## src/rtl/dht11_pkg.sv

```systemverilog
// Shared definitions for the DHT11 frame path: frame geometry, byte slots,
// result status codes and the checker's state encoding.
package dht11_pkg;

  localparam int FRAME_W   = 40;
  localparam int NUM_BYTES = 5;

  localparam int B_HUM_INT  = 0;
  localparam int B_HUM_DEC  = 1;
  localparam int B_TEMP_INT = 2;
  localparam int B_TEMP_DEC = 3;
  localparam int B_CSUM     = 4;

  localparam logic [1:0] ST_OK   = 2'b00;
  localparam logic [1:0] ST_CSUM = 2'b01;
  localparam logic [1:0] ST_SENS = 2'b10;
  localparam logic [1:0] ST_TMO  = 2'b11;

  typedef enum logic [2:0] {
    S_IDLE,
    S_KICK,
    S_ARM,
    S_MEAS,
    S_CHECK,
    S_FAIL,
    S_GAP,
    S_OUT
  } state_e;

  typedef logic [NUM_BYTES-1:0][7:0] frame_bytes_t;

endpackage

```

## src/rtl/dht11_frame_decode.sv

```systemverilog
// Restores the reader's bit-reversed byte layout and checks the 8-bit
// additive checksum. Purely combinational; also used by the display path.
module dht11_frame_decode
  import dht11_pkg::*;
(
  input  logic [FRAME_W-1:0] raw_i,
  output frame_bytes_t       bytes_o,
  output logic               csum_ok_o
);

  frame_bytes_t dec;
  logic [7:0]   sum;

  // The reader shifts MSB-first into ascending indices, so each byte is mirrored.
  always_comb begin
    dec = '0;
    for (int k = 0; k < NUM_BYTES; k++) begin
      for (int b = 0; b < 8; b++) begin
        dec[k][b] = raw_i[8*k + 7 - b];
      end
    end
    sum = dec[B_HUM_INT] + dec[B_HUM_DEC] + dec[B_TEMP_INT] + dec[B_TEMP_DEC];
  end

  assign bytes_o   = dec;
  assign csum_ok_o = (sum == dec[B_CSUM]);

endmodule

```

## config.mk

```make
export PLATFORM = sky130hd
export DESIGN_NAME = dht11_frame_decode
export DESIGN_NICKNAME = d
export VERILOG_FILES = /design/src/rtl/dht11_pkg.sv /design/src/rtl/dht11_frame_decode.sv
export SDC_FILE = /design/constraint.sdc
export NUM_CORES = 1
export LEC_CHECK = 0
export CORE_UTILIZATION = 34
export DETAILED_ROUTE_END_ITERATION = 8
export PLACE_DENSITY = 0.86
export SETUP_SLACK_MARGIN = 0.02
export SYNTH_ARGS = -nofsm -noshare
export SYNTH_HDL_FRONTEND = slang
export SYNTH_SLANG_ARGS = --single-unit
```

## constraint.sdc

```tcl
create_clock -name vclk -period 5.5
set_clock_uncertainty 0.1 [all_clocks]
set_input_delay 1.1 -clock vclk [all_inputs]
set_output_delay 1.1 -clock vclk [all_outputs]
set_load 0.03 [all_outputs]
```

**Yosys cells after proc, flatten, opt, wreduce, memory -nomap -nowiden**

Cells that the tools add are included.

- Word-level logic and storage cells: 4
- Bits of input ports: 40
- Flip-flop bits (word level): 0
- Output and inout bits: 41

- $add $sub $neg: 3
- Equal/unequal tests: 1

Operators with widths:

| cell | number |
|---|---|
| adder 8 bit | 3 |
| equality test 8 bit | 1 |

**Logic depth before layout (Yosys ltp)**

- Word-level depth: 4
- Depth in mapped cells: 11
- Depth with buffers taken out: 11

**Least setup slack after synthesis**

No wires, ideal clock.

- Kind: input port to output port
- From: input raw_i[6]
- To: output csum_ok_o
- Path buffers: 0
- Required time: 4300 ps
- Arrival: 3759 ps
- Cell stages on the path: 10
- Slack: 541 ps
- Path through: fa_1 inv_1 fa_1 inv_1 ha_1 fa_1 xor2_1 nor4_1 nand3_1 nor3_2

- Word-level cells in the longest chain between the ends: 4

RTL lines:

| what | line | source |
|---|---|---|
| start: declaration | dht11_frame_decode.sv:6 | `input logic [FRAME_W-1:0] raw_i,` |
| adder 8 bit (3 in a row) | dht11_frame_decode.sv:22 | `sum = dec[B_HUM_INT] + dec[B_HUM_DEC] + dec[B_TEMP_INT] + dec[B_TEMP_DEC];` |
| equality test 8 bit | dht11_frame_decode.sv:26 | `assign csum_ok_o = (sum == dec[B_CSUM]);` |
| end: declaration | dht11_frame_decode.sv:8 | `output logic csum_ok_o` |

Every way passes these cells.

**Worst setup path after layout**

- From: input raw_i[7]
- To: output csum_ok_o

Same word-level chain as after synthesis.

==> impl_metrics.json <==
{
  "outcome": "finished, final reports clean",
  "finalSetupViolations": 0,
  "setup_crit_path_kind": "primary input to output port",
  "dp_hpwl_microns": 1896,
  "antenna_cells": 0,
  "maxClockFrequency_mhz": 190.8,
  "postPlaceCellArea_sq_mm": 0.001503,
  "layout.clock_buffers": 0,
  "yosys_warnings": 0,
  "crit_path_top_delay_cell": "fa_1",
  "cell_row_count": 18,
  "min_period_ps": 5242,
  "drt-pass1-iter-count": 3,
  "gp_congestion": 0.7760,
  "cp_top_family": "adder cells",
  "post_drt_wl_per_cell_microns": 10.98,
  "synth.distinct_cells": 16,
  "synthesis.area_sq_um": 957.2,
  "power.density_cell_area_mw_per_mm2": 169.3,
  "maxSlewHeadroom": 0.7828,
  "floorplan.die.width_microns": 55.06,
  "postRouteWirelength_microns": 1932,
  "setup.worst_path.end_class": "output port",
  "grt_setup_unrepaired": "no",
  "buffer_ports.inserted": 81,
  "cts_hold_repair.buffers": 0,
  "maxCapViolations": 0,
  "die_height_microns": 55.06,
  "fillCellCount": 239,
  "antenna_violations_before_repair": 0,
  "synth_top_cells_by_count": "buf_4, fa_1, inv_1",
  "netlist.top_cell.by_area": "buf_4",
  "worst_hold_path_type": "primary input to output port",
  "area_growth_syn_to_fin_pct": 57.78,
  "p_leak_nw": 0.6553,
  "die_footprint_sq_mm": 0.003032,
  "final_cell_area_sq_mm": 0.001510,
  "detail_route.vias_per_cell": 4.398,
  "drive_gt1_frac": 0.02055,
  "grt_max_degree": 5,
  "synth.top_cell.area_share": 0.3137,
  "avgSynthCellArea_sq_um": 9.116,
  "critical_path.most_common_cell": "fa_1",
  "timing.setup.tns_ps": 0,
  "post-synth-top-count-cell": "buf_4",
  "sequential_cell_total": 0,
  "dr_total_vias": 774,
  "period_share": 0.9530,
  "timing.final.hold_violations": 0,
  "ant_nets": 0,
  "number_of_global_route_vias_before_repair": 824,
  "synth.top_cells.by_area": "buf_4, fa_1, ha_1",
  "ir_drop_worst_case_vdd_mv": 0.1222,
  "multi_input_comb_area_sq_um": 608.1,
  "nets": 209,
  "cp.buffers_inverters": 4,
  "groute.usage.overall": 0.1238,
  "timing.critical_path.slowest_cell_delay_ps": 450,
  "initial_utilization": 0.3728,
  "ys_seq_area_frac": 0,
  "path_cells": "clkdlybuf4s50_1, fa_1, inv_1, fa_1, inv_1, ha_1, fa_1, xor2_1, nor4_1, nand3_1, nor3_2, buf_4",
  "placeableCoreArea_sq_mm": 0.002567,
  "max_slew_violations": 0,
  "least_margin_pin_slew_ps": 324.7,
  "grt_pass1_wl_microns": 2849,
  "utilization_after_layout": 0.5882,
  "drcViolationCount": 0,
  "cp_max_fo": 2,
  "critical_path_arrival_ps": 4040,
  "worst_endpoint_required_time_ps": 4300,
  "first_iteration_detailed_routing_drc_count": 4,
  "syn-num-nets": 166,
  "io-pin-count": 81,
  "grt_overflow_total": 0,
  "syn-instance-count": 105,
  "total_power_mw": 0.2556,
  "seqCellArea_sq_um": 0,
  "crit_path_start_kind": "primary input"
}
-- power by group --
| part | internal [mW] | switching (mW) | total [mW] |
|---|---|---|---|
| Sequential | 0 | 0 | 0 |
| Clock | 0 | 0 | 0 |
| Combinational | 0.129 | 0.127 | 0.256 |
-- layout make-up --
cell class | count | area share
Timing Repair Buffer | 81 | 0.5402
Multi-Input combinational cell | 52 | 0.4027
Inverter | 13 | 0.03231
Tap cell | 30 | 0.02485
-- cell usage in the layout (no fill, tap or decap) --
cell and n:
inv_1 13, o21bai_1 1, nor2_1 1, xor2_1 8, buf_4 1, a21oi_1 2, nand3_1 3, o22ai_1 1
nand2_1 1, xnor2_1 10, nor3_2 1, a31oi_2 1, fa_1 14, dlymetal6s2s_1 3, nor4_1 1, clkdlybuf4s50_1 77
ha_1 7, a21o_1 1
-- logic make-up (layout without fill, tap and decap cells) --
group,Yosys count,count (layout),synth area share
AOI/OAI and AO/OA,6,6,0.04576
xor gates and xnor gates,18,18,0.1647
adders and majority gates,21,21,0.3843
buffers and inverters,53,94,0.3647
and+or+nand+nor,7,7,0.04052
-- worst paths after layout --
kind | cells past startpoint | to | start | slack (ps)
max | 12 | csum_ok_o | raw_i[7] | 260
min | 2 | bytes_o[9] | raw_i[14] | 2840
-- layer usage --
layer	track usage	part of all wire	vias up
li1	-	-	373
met1	0.1133	0.30	341
met2	0.2912	0.56	60
met3	0.01093	0.14	0
met4	0	0	0
met5	0	0	-
-- through the flow --
| step | instances | hold slack [ps] | worst slack, ps |
|---|---|---|---|
| global placement | 176 | 3044 | 70.13 |
| finish | 176 | 2844 | 258.3 |
| global route | 176 | 2863 | 100.8 |
| CTS | 176 | 3040 | 74.91 |
| floorplan | 105 | 2232 | 541.2 |
| detailed placement | 176 | 3029 | 14.40 |
-- timing repair --
| action | in CTS | in global routing |
|---|---|---|
| pin swaps | 1 | 3 |
| endpoints found under the setup margin | 1 | 1 |
| gates resized for setup | 0 | 3 |
| buffers inserted | 0 | 0 |
No activity file was read; power rests on OpenSTA's default activity.
